<file path="src/rtl/flash_reader_pkg.sv">
// Shared constants, state encoding and helpers for the flash sample reader.
package flash_reader_pkg;

   localparam int SAMPLE_W = 16;
   localparam int WORD_W   = 32;

   typedef logic [2:0] state_t;

   localparam state_t ST_IDLE      = 3'd0;
   localparam state_t ST_REQ       = 3'd1;
   localparam state_t ST_WAIT_DATA = 3'd2;
   localparam state_t ST_HALF1     = 3'd3;
   localparam state_t ST_HALF2     = 3'd4;
   localparam state_t ST_ADV       = 3'd5;

   // Width of a counter that must be able to reach the timeout value itself.
   function automatic int timeout_cnt_w(input int timeout);
      return $clog2(timeout + 1);
   endfunction

endpackage

</file>
<file path="src/rtl/flash_sample_reader_avalon_read_port.sv">
// Single-word Avalon-MM read master: issues one read on start, holds it
// through waitrequest, then waits for readdatavalid or gives up on timeout.
module avalon_read_port
   import flash_reader_pkg::*;
#(
   parameter int ADDR_W  = 23,
   parameter int TIMEOUT = 1024
) (
   input  logic              clk,
   input  logic              rst_n,
   input  logic              start,
   input  logic [ADDR_W-1:0] address,
   output logic              accepted,
   output logic              done,
   output logic              err,
   output logic [WORD_W-1:0] data,
   output logic              flash_read,
   output logic [ADDR_W-1:0] flash_address,
   input  logic              flash_waitrequest,
   input  logic [WORD_W-1:0] flash_readdata,
   input  logic              flash_readdatavalid
);

   localparam int CNT_W = timeout_cnt_w(TIMEOUT);

   logic             waiting;
   logic [CNT_W-1:0] cnt;

   assign accepted = flash_read && !flash_waitrequest;
   assign done     = waiting && flash_readdatavalid;
   assign err      = waiting && !flash_readdatavalid && (cnt == CNT_W'(TIMEOUT - 1));
   assign data     = flash_readdata;

   // Request phase: raise read with the captured address, drop it once accepted.
   always_ff @(posedge clk or negedge rst_n) begin
      if (!rst_n) begin
         flash_read    <= 1'b0;
         flash_address <= '0;
      end else if (start) begin
         flash_read    <= 1'b1;
         flash_address <= address;
      end else if (accepted) begin
         flash_read    <= 1'b0;
      end
   end

   // Data phase: count cycles until data returns or the timeout expires.
   always_ff @(posedge clk or negedge rst_n) begin
      if (!rst_n) begin
         waiting <= 1'b0;
         cnt     <= '0;
      end else if (accepted) begin
         waiting <= 1'b1;
         cnt     <= '0;
      end else if (done || err) begin
         waiting <= 1'b0;
      end else if (waiting) begin
         cnt     <= cnt + CNT_W'(1);
      end
   end

endmodule

</file>
<file path="src/rtl/flash_sample_reader.sv">
// Fetches one 32-bit flash word per sequencer address and releases it as two
// 16-bit audio samples, one per sample tick, then asks the sequencer to step.
module flash_sample_reader
   import flash_reader_pkg::*;
#(
   parameter int ADDR_W  = 23,
   parameter int TIMEOUT = 1024
) (
   input  logic                clk,
   input  logic                rst_n,
   input  logic                sample_tick,
   input  logic                hold,
   input  logic                reverse,
   input  logic [ADDR_W-1:0]   address,
   output logic                addr_advance,
   output logic                flash_read,
   output logic [ADDR_W-1:0]   flash_address,
   input  logic                flash_waitrequest,
   input  logic [WORD_W-1:0]   flash_readdata,
   input  logic                flash_readdatavalid,
   output logic [SAMPLE_W-1:0] audio_sample,
   output logic                sample_valid,
   output logic                overrun,
   output logic                timeout_err
);

   state_t              state;
   logic [WORD_W-1:0]   word;
   logic [WORD_W-1:0]   rd_data;
   logic                pending;
   logic                rev_held;
   logic                start;
   logic                accepted;
   logic                done;
   logic                err;
   logic                tick_in;
   logic                in_half;
   logic                emit;
   logic [SAMPLE_W-1:0] half_sel;

   assign tick_in = sample_tick && !hold;
   assign in_half = (state == ST_HALF1) || (state == ST_HALF2);
   assign emit    = in_half && !hold && (pending || tick_in);
   assign start   = (state == ST_IDLE) && !hold;

   avalon_read_port #(
      .ADDR_W  (ADDR_W),
      .TIMEOUT (TIMEOUT)
   ) u_port (
      .clk                 (clk),
      .rst_n               (rst_n),
      .start               (start),
      .address             (address),
      .accepted            (accepted),
      .done                (done),
      .err                 (err),
      .data                (rd_data),
      .flash_read          (flash_read),
      .flash_address       (flash_address),
      .flash_waitrequest   (flash_waitrequest),
      .flash_readdata      (flash_readdata),
      .flash_readdatavalid (flash_readdatavalid)
   );

   // Pick the half to emit: first half follows reverse now, second half the opposite of what was used first.
   always_comb begin
      half_sel = word[SAMPLE_W-1:0];
      if (state == ST_HALF1) begin
         half_sel = reverse ? word[WORD_W-1:SAMPLE_W] : word[SAMPLE_W-1:0];
      end else begin
         half_sel = rev_held ? word[SAMPLE_W-1:0] : word[WORD_W-1:SAMPLE_W];
      end
   end

   // Main sequence: fetch, wait for data, emit two halves, advance the sequencer.
   always_ff @(posedge clk or negedge rst_n) begin
      if (!rst_n) begin
         state       <= ST_IDLE;
         word        <= '0;
         rev_held    <= 1'b0;
         timeout_err <= 1'b0;
      end else begin
         case (state)
            ST_IDLE:      if (!hold) state <= ST_REQ;
            ST_REQ:       if (accepted) state <= ST_WAIT_DATA;
            ST_WAIT_DATA: begin
               if (done) begin
                  word  <= rd_data;
                  state <= ST_HALF1;
               end else if (err) begin
                  word        <= '0;
                  timeout_err <= 1'b1;
                  state       <= ST_IDLE;
               end
            end
            ST_HALF1: begin
               if (emit) begin
                  rev_held <= reverse;
                  state    <= ST_HALF2;
               end
            end
            ST_HALF2:     if (emit) state <= ST_ADV;
            ST_ADV:       state <= ST_IDLE;
            default:      state <= ST_IDLE;
         endcase
      end
   end

   // Registered sample output and the one-cycle advance pulse after the second half.
   always_ff @(posedge clk or negedge rst_n) begin
      if (!rst_n) begin
         audio_sample <= '0;
         sample_valid <= 1'b0;
         addr_advance <= 1'b0;
      end else begin
         sample_valid <= emit;
         addr_advance <= (state == ST_ADV);
         if (emit) audio_sample <= half_sel;
      end
   end

   // Ticks outside the emitting states are remembered once; a second one is an overrun.
   always_ff @(posedge clk or negedge rst_n) begin
      if (!rst_n) begin
         pending <= 1'b0;
         overrun <= 1'b0;
      end else if (in_half) begin
         if (emit && pending) pending <= tick_in;
      end else if (tick_in) begin
         if (pending) overrun <= 1'b1;
         else         pending <= 1'b1;
      end
   end

endmodule

</file>
<file path="config.mk">
export PLATFORM = sky130hd
export DESIGN_NAME = flash_sample_reader
export DESIGN_NICKNAME = d
export VERILOG_FILES = /design/src/rtl/flash_reader_pkg.sv /design/src/rtl/flash_sample_reader_avalon_read_port.sv /design/src/rtl/flash_sample_reader.sv
export SDC_FILE = /design/constraint.sdc
export NUM_CORES = 1
export LEC_CHECK = 0
export ABC_AREA = 1
export BUFFER_PORTS_ARGS = -buffer_cell sky130_fd_sc_hd__buf_2
export CORE_MARGIN = 5
export CORE_UTILIZATION = 54
export DETAILED_ROUTE_END_ITERATION = 8
export PLACE_DENSITY_LB_ADDON = 0.1
export SYNTH_ARGS = -nofsm -noshare
export SYNTH_HDL_FRONTEND = slang
export SYNTH_SLANG_ARGS = --single-unit
export TNS_END_PERCENT = 10
</file>
<file path="constraint.sdc">
create_clock -name clk -period 1.9 [get_ports clk]
set_input_delay 0.38 -clock clk [delete_from_list [all_inputs] [get_ports clk]]
set_output_delay 0.38 -clock clk [all_outputs]
set_load 0.01 [all_outputs]
</file>
### Word level (Yosys, flattened, before mapping)

Cells that the tools add are included.
Widths: inputs -> output; s select.

| storage, ports and cells | value |
|---|---|
| register bits | 93 |
| bits of input ports | 62 |
| output and inout port bits | 44 |
| logic and storage cells | 79 |

| operators by class | value |
|---|---|
| add/sub/neg operators | 1 |
| eq/ne operators | 13 |
| muxes and demuxes | 22 |
| bitwise operators | 2 |
| reductions and logical operators | 28 |

Operator list:

| cell | number |
|---|---|
| $mux 32 | 2 |
| $mux 16 | 3 |
| $mux 11 | 3 |
| $mux 3 | 6 |
| $pmux 3 s5 | 1 |
| $add 11x1->11 const B | 1 |
| $eq 11x10->1 const B | 1 |
| $ne 2x2->1 const B | 5 |
| $reduce_bool 2->1 | 5 |
| $logic_and 1x1->1 | 9 |
| $reduce_and 2->1 | 4 |
| $mux 1 | 7 |
| $eq 3x2->1 const B | 2 |
| $eq 3x3->1 const B | 2 |
| $reduce_and 3->1 | 2 |
| $reduce_and 5->1 | 1 |
| $eq 3x1->1 const B | 1 |
| $logic_not 1->1 | 3 |
| $logic_not 3->1 | 1 |
| $logic_or 1x1->1 | 3 |
| $ne 3x1->1 const B | 1 |
| $ne 2x1->1 const B | 1 |
| $not 1->1 | 2 |

### Depth between registers and ports, before layout

Gate-level depths: netlist of the first run.

| logic depth | value |
|---|---|
| depth after elaboration | 7 |
| depth in mapped cells | 10 |
| gate-level depth less buffers | 9 |

### Modules after synthesis

Synthesis of the first run repeated with hierarchy kept, for this count alone.

| second synthesis, totals | value |
|---|---|
| cell total of the unflattened synthesis | 597 |
| area total of the unflattened synthesis | 4,719.5 um^2 |

By module, submodules not included:

| module | instances | cells an instance | area each (um^2) | sequential area each (um^2) |
|---|---|---|---|---|
| flash_sample_reader | 1 | 367 | 2,871.5 | 1,426.4 |
| avalon_read_port | 1 | 230 | 1,848.0 | 900.9 |

### Worst setup path after synthesis of the first run

OpenSTA, ideal clock, no wires.

| timing path | value |
|---|---|
| kind | register -> register |
| from | register u_port.cnt[0] |
| to | register word[23] |
| setup time | 0.118 ns |
| arrival time | 1.365 ns |
| data required time | 1.782 ns |
| path slack | 0.416 ns |
| stages on the path, launching flop included | 10 |
| path buffers | 1 |
| clock period less this slack | 1.484 ns |
| path through | dfrtp_1 ha_1 inv_1 nor2_1 nand2_1 inv_1 nand4_2 buf_2 nand3_1 nand2_1 |

| between the ends | value |
|---|---|
| cells in the longest elaborated chain, start to end | 4 |

Ends and longest elaborated chain:

| what | RTL line | text |
|---|---|---|
| start: declaration | flash_sample_reader_avalon_read_port.sv:27 | `logic [CNT_W-1:0] cnt;` |
| start signal: assignment | flash_sample_reader_avalon_read_port.sv:58 | `cnt <= cnt + CNT_W'(1);` |
| $eq 11x10->1 | flash_sample_reader_avalon_read_port.sv:31 | `assign err = waiting && !flash_readdatavalid && (cnt == CNT_W'(TIMEOUT - 1));` |
| $logic_and 1x1->1 | flash_sample_reader_avalon_read_port.sv:31 |  |
| $reduce_bool 2->1 (no source line) | -- |  |
| $reduce_and 2->1 (no source line) | -- |  |
| end signal: assignment | flash_sample_reader.sv:88 | `word <= rd_data;` |
| end: declaration | flash_sample_reader.sv:28 | `logic [WORD_W-1:0] word;` |

No other way between the ends.
A chain may end at the register's enable or synchronous reset.

### Final worst setup path of the first run

| timing path | value |
|---|---|
| from | register state[0] |
| to | register u_port.flash_address[1] |

| between the ends | value |
|---|---|
| cells in the longest elaborated chain, start to end | 2 |

Ends and longest elaborated chain:

| what | RTL line | text |
|---|---|---|
| start: declaration | flash_sample_reader.sv:27 | `state_t state;` |
| start signal: assignment | flash_sample_reader.sv:78 | `state <= ST_IDLE;` |
| start signal: assignment | flash_sample_reader.sv:84 | `ST_IDLE: if (!hold) state <= ST_REQ;` |
| start signal: assignment | flash_sample_reader.sv:85 | `ST_REQ: if (accepted) state <= ST_WAIT_DATA;` |
| $logic_not 3->1 | flash_sample_reader.sv:44 | `assign start = (state == ST_IDLE) && !hold;` |
| $logic_and 1x1->1 | flash_sample_reader.sv:44 |  |
| end signal: assignment | flash_sample_reader_avalon_read_port.sv:41 | `flash_address <= address;` |
| end: declaration | flash_sample_reader_avalon_read_port.sv:18 | `output logic [ADDR_W-1:0] flash_address,` |

No other way between the ends.

==> impl_metrics.yaml, run 1 <==
status:
  status: "finished, final reports clean"
critical_path:
  startpoint_type: "flip-flop"
  required_ns: 2.14
  cpPeakStageDelay_ns: 0.49
  reg2reg_to: "u_port.flash_address[1]$_DFFE_PN0P_"
  path_cells: "nor2_4, nand3_2, mux2_2"
  end_kind: "flip-flop"
  crit_slowest_cell: "dfrtp_1"
  r2r-start: "state[0]$_DFFE_PN0P_"
  path_class: "flip-flop to flip-flop"
  path_max_fanout: 24
  reg2reg_depth: 3
  cp.arrival_ns: 2.00
  reg2reg_slack_ns: 0.14
pwr:
  p_total_w: 0.00725
  p_leak_nw: 2.81
  ir_drop_uv: 713
  p_seq_share_pct: 44.8
  comb_power_share_pct: 37.5
  p_clk_share_pct: 17.7
  p_sw_share_pct: 38.4
  p_int_w: 0.00447
  p_per_area_mw_per_mm2: 1360
  p_switching_w: 0.00278
yosys:
  synth_area_sq_mm: 0.00449
  synth-edff-count: 0
  yosysMostFrequentCell: "nand2_1"
  seq_area_frac_synth_pct: 51.8
  synthTopCellsByArea: "dfrtp_1, nand2_1, o21ai_0"
  synth_top_area_share_pct: 51.8
  synthesis.nets: 602
  avgSynthCellArea_sq_um: 8.33
  yosysTopAreaCell: "dfrtp_1"
  synth_seq_cells: 93
  yosysWarnings: 0
  netlist_instances: 539
  async_flop_share_pct: 100
  yosys-top-cells-count: "nand2_1, dfrtp_1, o21ai_0, inv_1, nand3_1"
  synthDistinctLibCells: 30
  synth_ff_type: "dfrtp_1"
global_route:
  grtUsageTotal_pct: 20.3
  grt_pass1_vias: 3711
  antenna_found_initial: 0
  grt_max_degree: 37
  grt_overflow_total: 0
  grt_pass1_wl_mm: 16.9
timing:
  relSlewSlack_pct: 59.3
  tns_ns: 0
  period_share_pct: 92.4
  final.min_clock_period_ns: 1.76
  finalClockSkew_ns: 0.00902
  slew_viol_final: 0
  rsz0062_at_grt: "false"
  worst_pin_slew_ns: 0.610
  clock.fmax_ghz: 0.569
  hold_viol: 0
  setup_viol: 0
clock_network:
  numCtsBuffers: 9
  clock_latency_ns: 0.35
  ctsHtreeMaxLevel: 3
  cts_buffer_depth: 2
  clock-root-buffer: "clkbuf_8"
  postCtsSetupBuffers: 0
  clkTransAtPathRegs_ns: 0.10
  clock-sinks: 93
  cts_tree: "yes"
drt:
  wl_mm: 9.82
  via_per_inst: 4.98
  vias: 3747
  first_pass_iters: 4
  drtAntennaViolNets: 0
  wl_per_cell_um: 13.1
  drcViolationCount: 0
  drtIter0Drc: 160
worst_hold_path:
  min_to: "word[11]$_DFFE_PN0P_"
  hp-class: "input port to flip-flop"
  hold_start: "flash_readdata[11]"
  holdPathStages: 3
place:
  io_buffers: 105
  finalWeightedCongestion: 0.878
  dp_hpwl_mm: 7.22
die:
  die_x_um: 101
  dieArea_sq_mm: 0.0102
  rows: 33
  fp.dieH_um: 101
  coreArea_sq_mm: 0.00818
  io_pins: 106
  start_util_pct: 54.9
finish:
  fillers: 738
  drive_above_1_share_pct: 26.1
  synthToLayoutAreaGrowth_pct: 18.4
  final_nets: 705
  diodes: 0
job:
  maxCapViolations: 0
area by class of cell:
| cell class | instances | area, sq um | area share (%) |
|---|---|---|---|
| Sequential cell | 93 | 2330 | 43.8 |
| Timing Repair Buffer | 118 | 653 | 12.3 |
| Tap cell | 105 | 131 | 2.47 |
| Multi-Input combinational cell | 363 | 1800 | 33.8 |
| Clock buffer | 10 | 138 | 2.59 |
| Inverter | 57 | 214 | 4.03 |
| Clock inverter | 6 | 52.6 | 0.989 |
layout by cell type, fill, tap and decap left out, drive strengths merged, types with 2 or more instances in the layout:
cell type	netlist	final
inv	57	61
buf	14	117
nand3	51	51
o21ai	70	70
nand2	181	181
nor3	3	3
xor2	3	3
nand4	7	7
dfrtp	93	93
clkinvlp	0	2
nor2	17	17
mux2	23	23
o21bai	2	2
clkbuf	12	10
metrics by stage:
stage	cell area, sq um	util [%]	hold WS, ns	setup WS (ns)	cells
finish	5310	65.0	0.217	0.144	752
global route	5310	65.0	0.209	0.0257	752
CTS	5310	65.0	0.203	0.101	752
detailed placement	5110	62.5	0.341	0.130	735
global placement	5110	62.5	0.339	0.185	735
floorplan	4490	-	0.0844	0.416	539
registers in the layout, indices dropped and copies added (netlist names):
| register | cells |
|---|---|
| word | 32 |
| u_port.waiting | 1 |
| u_port.cnt | 11 |
| sample_valid | 1 |
| pending | 1 |
| u_port.flash_address | 23 |
| state | 3 |
| overrun | 1 |
| rev_held | 1 |
| addr_advance | 1 |
| u_port.flash_read | 1 |
| audio_sample | 16 |
| timeout_err | 1 |
logic make-up (layout without fill, tap and decap cells):
family,Yosys count,in the layout,synth area share (%)
AO/OA/AOI/OAI,76,76,8.86
XOR/XNOR,3,3,0.585
adder cells (fa/ha/maj),1,1,0.279
buffers and inverters,83,191,8.14
flip-flops,93,93,51.8
multiplexers,23,23,5.77
AND/OR/NAND/NOR,260,260,24.5
repair_timing:
action | CTS | global route
hold endpoints to repair | 28 | 0
resized for setup | 0 | 2
endpoints found under the setup margin | 0 | 5
hold buffers | 1 | 0
power by group through the flow:
stage               clock network, W  registers [W]  logic, W
detailed placement                 0        0.00328   0.00274
CTS                          0.00131        0.00325   0.00276
finish                       0.00128        0.00325   0.00272
global placement                   0        0.00323   0.00266
global route                 0.00140        0.00335   0.00313
floorplan                          0        0.00337   0.00174
per-layer routing:
layer  routed length (um)  up-vias  GRT usage [%]
met5                    0        -              0
met3                  738       11           5.10
met2                 4420       87           32.0
met1                 4560     1716           28.1
li1                     -     1933              -
met4                   97        0           5.83
worst max-delay path by stage:
stage | startpoint | endpoint | slack, ns | cells past startpoint
after global routing | state[0]$_DFFE_PN0P_ | u_port.flash_address[6]$_DFFE_PN0P_ | 0.03 | 3
after floorplan | u_port.cnt[0]$_DFFE_PN0P_ | word[23]$_DFFE_PN0P_ | 0.42 | 9
after global placement | hold | u_port.flash_address[8]$_DFFE_PN0P_ | 0.19 | 4
after CTS | state[0]$_DFFE_PN0P_ | u_port.flash_address[18]$_DFFE_PN0P_ | 0.10 | 3
final | state[0]$_DFFE_PN0P_ | u_port.flash_address[1]$_DFFE_PN0P_ | 0.14 | 3
after detailed placement | state[0]$_DFFE_PN0P_ | u_port.flash_address[1]$_DFFE_PN0P_ | 0.13 | 3
critical path, delay by kind of cell, from the launching register on:
family | cells | cell delay [ns]
mux | 1 | 0.48
flops | 1 | 0.49
simple gates | 2 | 0.66
(Power assumes the default switching activity.)
==> run 2: changes to the inputs <==
- PLACE_DENSITY: unset -> 0.86
- PLACE_DENSITY_LB_ADDON: 0.1 -> unset
- REMOVE_ABC_BUFFERS: unset -> 1
==> run 2 against run 1 <==
Net effect: worst hold slack got worse by 0.00085 ns; final area increased by 0.80%; total power increased by 4.4%; final cell count decreased by 0.27%; routed wire length increased by 7.7%; core utilization increased by 0.52 points; clock-buffer cell count increased by 1.
==> impl_metrics.yaml, run 2 (same netlist as run 1, synthesis figures left out) <==
timing:
  tns_ns: 0
  rsz0062_at_grt: "false"
  setup_viol: 0
  finalClockSkew_ns: 0.00944
  worst_pin_slew_ns: 0.939
  hold_viol: 0
  clock.fmax_ghz: 0.574
  period_share_pct: 91.7
  final.min_clock_period_ns: 1.74
  relSlewSlack_pct: 37.4
  slew_viol_final: 0
critical_path:
  startpoint_type: "flip-flop"
  cp.arrival_ns: 1.99
  end_kind: "flip-flop"
  path_max_fanout: 24
  crit_slowest_cell: "dfrtp_1"
  required_ns: 2.15
  cpPeakStageDelay_ns: 0.50
  reg2reg_depth: 3
  path_cells: "nor2_4, nand3_2, mux2_2"
  path_class: "flip-flop to flip-flop"
place:
  dp_hpwl_mm: 7.51
  io_buffers: 105
  placedInstanceArea_sq_mm: 0.00512
  finalWeightedCongestion: 0.820
clock_network:
  clock-sinks: 93
  cts_tree: "yes"
  clock_latency_ns: 0.36
  numCtsBuffers: 9
  ctsHtreeMaxLevel: 3
  cts_buffer_depth: 2
  clkTransAtPathRegs_ns: 0.09
  postCtsSetupBuffers: 0
  clock-root-buffer: "clkbuf_8"
die:
  coreArea_sq_mm: 0.00818
  dieArea_sq_mm: 0.0102
  start_util_pct: 54.9
  io_pins: 106
  fp.dieH_um: 101
  rows: 33
  die_x_um: 101
finish:
  largest_reg_flops: 32
  reg.largest.list: "word (32), u_port.flash_address (23), audio_sample (16)"
  layout_common_cells: "nand2_1, buf_2, dfrtp_1, o21ai_0, inv_1"
  final_area_sq_mm: 0.00536
  synthToLayoutAreaGrowth_pct: 19.3
  diodes: 0
  ff_latch_area_sq_mm: 0.00233
  mostFrequentLayoutCell: "nand2_1"
  drive_above_1_share_pct: 25.4
  fillers: 655
  final_nets: 704
  final_util_pct: 65.5
  largest-register: "word"
  multi_input_comb_area_sq_mm: 0.00180
global_route:
  grt_max_degree: 39
  antenna_found_initial: 0
  grt_pass1_vias: 3976
  grt_pass1_wl_mm: 17.9
  grt_overflow_total: 0
  grtUsageTotal_pct: 21.9
pwr:
  p_total_w: 0.00757
  p_leak_nw: 2.83
  p_per_area_mw_per_mm2: 1410
  ir_drop_uv: 594
worst_hold_path:
  hp-class: "input port to flip-flop"
  holdPathStages: 3
drt:
  via_per_inst: 5.30
  first_pass_iters: 5
  wl_mm: 10.6
  vias: 3978
  drtAntennaViolNets: 0
  drtIter0Drc: 213
  drcViolationCount: 0
  wl_per_cell_um: 14.1
job:
  maxCapViolations: 0
status:
  status: "finished, final reports clean"
run 2: metrics by stage:
stage	hold WS, ns	setup slack, ns	std cells
2_1_floorplan	0.0844	0.138	513
3_3_place_gp	0.382	0.218	734
3_5_place_dp	0.393	0.188	734
4_1_cts	0.203	0.133	750
5_1_grt	0.205	0.00991	750
6_report	0.216	0.157	750
run 2: path summary, 6_finish.rpt:
path / from / to / slack, ns
max: state[0]$_DFFE_PN0P_ / u_port.flash_address[3]$_DFFE_PN0P_ / 0.16
min: flash_readdata[22] / word[22]$_DFFE_PN0P_ / 0.22
max reg2reg: state[0]$_DFFE_PN0P_ / u_port.flash_address[3]$_DFFE_PN0P_ / 0.16
min reg2reg: overrun$_DFFE_PN0P_ / overrun$_DFFE_PN0P_ / 0.47
max in group asynchronous: rst_n / word[11]$_DFFE_PN0P_ / 0.81
min in group asynchronous: rst_n / u_port.flash_address[16]$_DFFE_PN0P_ / 0.55
run 2: routing by layer:
metal | routed length [um] | part of all wire (%) | vias up | track usage [%]
met4 | 267 | 2.5 | 0 | 9.10
met1 | 3970 | 38 | 1875 | 25.7
met3 | 621 | 5.9 | 28 | 3.58
met5 | 0 | 0 | - | 0
li1 | - | - | 1924 | -
met2 | 5720 | 54 | 151 | 39.5
run 2: critical path: cells and delay by family (launching register included):
kind | cells | cell delay [ns]
mux | 1 | 0.48
flops | 1 | 0.50
simple gates | 2 | 0.65
run 2: what timing repair did:
action	in CTS	in global routing
setup endpoints to repair	0	6
hold buffers	1	0
resized for setup	0	1
endpoints found under the hold margin	25	0
run 2: final cells by class:
class | count | share of cell area, %
tap | 105 | 2.45
timing repair buffer | 117 | 12.3
clock buffer | 11 | 2.45
multi-input combinational | 363 | 33.5
sequential | 93 | 43.4
inverter | 57 | 3.99
clock inverter | 4 | 1.82
run 2: power by group:
part / switching (W) / internal, W
clock: 0.000669 / 0.000869
sequential: 0.000538 / 0.00276
combinational: 0.00157 / 0.00117
==> run 3: changes to the inputs <==
- CORE_UTILIZATION: 54 -> 45
- MAX_ROUTING_LAYER: unset -> met4
- PLACE_DENSITY: 0.86 -> 0.75
==> run 3 against run 2 <==
Net effect: register-to-register slack about the same; sequential power decreased by 1%; clock power decreased by 8%; combinational power is essentially flat; setup slack improved by 0.0032 ns; via count down 2.6%; worst hold slack got worse by 0.0033 ns; clock-buffer cell count increased by 1; global-route usage decreased by 2.7 points; critical path depth stayed put; critical endpoint is now u_port.flash_address[2]$_DFFE_PN0P_; largest cell class unchanged.
==> impl_metrics.yaml, run 3 (same netlist as run 1, synthesis figures left out) <==
status:
  status: "finished, final reports clean"
finish:
  mostFrequentLayoutCell: "nand2_1"
  largest-register: "word"
  synthToLayoutAreaGrowth_pct: 19.9
  final_util_pct: 55.1
  drive_above_1_share_pct: 25.8
  instances_no_fill: 780
  diodes: 0
  layout_common_cells: "nand2_1, buf_2, dfrtp_1, o21ai_0, inv_1"
  largest_reg_flops: 32
  final_nets: 705
  reg.largest.list: "word (32), u_port.flash_address (23), audio_sample (16)"
  fillers: 966
timing:
  tns_ns: 0
  period_share_pct: 91.5
  worst_pin_slew_ns: 0.584
  final.min_clock_period_ns: 1.74
  fin_ws_ns: 0.161
  slew_viol_final: 0
  hold_viol: 0
  relSlewSlack_pct: 61.0
  rsz0062_at_grt: "false"
  setup_viol: 0
  finalClockSkew_ns: 0.00838
  clock.fmax_ghz: 0.575
die:
  io_pins: 106
  dieArea_sq_mm: 0.0121
  coreArea_sq_mm: 0.00977
  die_x_um: 110
  rows: 36
  fp.dieH_um: 110
  start_util_pct: 45.9
critical_path:
  startpoint: "state[1]$_DFFE_PN0P_"
  crit_slowest_cell: "dfrtp_1"
  reg2reg_depth: 3
  startpoint_type: "flip-flop"
  cp.arrival_ns: 1.98
  path_class: "flip-flop to flip-flop"
  required_ns: 2.14
  end_kind: "flip-flop"
  path_max_fanout: 24
  cpPeakStageDelay_ns: 0.48
  path_cells: "nor2_4, nand3_2, mux2_2"
  r2r-start: "state[1]$_DFFE_PN0P_"
  reg2reg_slack_ns: 0.16
global_route:
  antenna_found_initial: 0
  grt_pass1_vias: 3802
  grt_overflow_total: 0
  grt_pass1_wl_mm: 17.7
  grt_max_degree: 37
  grtUsageTotal_pct: 19.2
pwr:
  comb_power_share_pct: 36.9
  p_switching_w: 0.00271
  p_clk_share_pct: 19.2
  p_int_w: 0.00468
  p_per_area_mw_per_mm2: 1370
  p_sw_share_pct: 36.7
  p_seq_share_pct: 43.9
  ir_drop_uv: 496
  p_leak_nw: 2.82
  p_total_w: 0.00739
drt:
  wl_mm: 10.4
  drtIter0Drc: 179
  drtAntennaViolNets: 0
  first_pass_iters: 5
  drcViolationCount: 0
  wl_per_cell_um: 13.4
  vias: 3874
  via_per_inst: 4.97
clock_network:
  ctsHtreeMaxLevel: 3
  clkTransAtPathRegs_ns: 0.09
  numCtsBuffers: 9
  cts_buffer_depth: 2
  clock-sinks: 93
  clock_latency_ns: 0.36
  clock-root-buffer: "clkbuf_8"
  cts_tree: "yes"
place:
  io_buffers: 105
  finalWeightedCongestion: 0.866
  post-place-cells: 763
  dp_hpwl_mm: 7.47
  place_ws_ns: 0.147
job:
  maxCapViolations: 0
worst_hold_path:
  holdPathStages: 3
  hp-class: "input port to flip-flop"
  hold_start: "flash_readdata[22]"
run 3: layout make-up:
| class | count | area [sq um] | share of cell area (%) |
|---|---|---|---|
| Clock inverter | 4 | 72.6 | 1.35 |
| Inverter | 57 | 214 | 3.98 |
| Clock buffer | 12 | 135 | 2.51 |
| Sequential cell | 93 | 2330 | 43.3 |
| Multi-Input combinational cell | 363 | 1800 | 33.4 |
| Timing Repair Buffer | 118 | 666 | 12.4 |
| Tap cell | 133 | 166 | 3.09 |
run 3: routing by layer:
| metal | wire length (um) | track usage, % |
|---|---|---|
| met2 | 5350 | 31.5 |
| met5 | 0 | - |
| met3 | 446 | 2.47 |
| met1 | 4320 | 23.4 |
| met4 | 304 | 9.44 |
run 3: power groups by stage:
| stage | sequential (W) | combinational, W | clock [W] |
|---|---|---|---|
| after global placement | 0.00323 | 0.00266 | 0 |
| after detailed placement | 0.00328 | 0.00277 | 0 |
| after floorplan | 0.00341 | 0.00158 | 0 |
| after CTS | 0.00324 | 0.00279 | 0.00144 |
| final | 0.00325 | 0.00273 | 0.00142 |
| after global routing | 0.00335 | 0.00314 | 0.00152 |
run 3: critical path, delay by kind of cell, from the launching register on:
kind	cells	cell delay (ns)
DFF	1	0.48
muxes	1	0.47
and+or+nand+nor	2	0.66
run 3: worst paths after layout:
| check | to |
|---|---|
| max in group asynchronous | word[0]$_DFFE_PN0P_ |
| min in group asynchronous | u_port.flash_address[14]$_DFFE_PN0P_ |
| max reg2reg | u_port.flash_address[2]$_DFFE_PN0P_ |
| min reg2reg | overrun$_DFFE_PN0P_ |
| max | u_port.flash_address[2]$_DFFE_PN0P_ |
| min | word[22]$_DFFE_PN0P_ |
run 3: through the flow:
| step | hold slack, ns | instance area (sq um) |
|---|---|---|
| final | 0.213 | 5380 |
| after global routing | 0.215 | 5380 |
| after CTS | 0.198 | 5380 |
| after detailed placement | 0.372 | 5160 |
| after global placement | 0.369 | 5160 |
| after floorplan | 0.0844 | 4340 |
run 3: timing repair:
action,CTS,global route
hold endpoints to repair,33,0
resized for setup,0,3
hold buffers,1,0
setup buffers,0,0
setup endpoints to repair,0,41
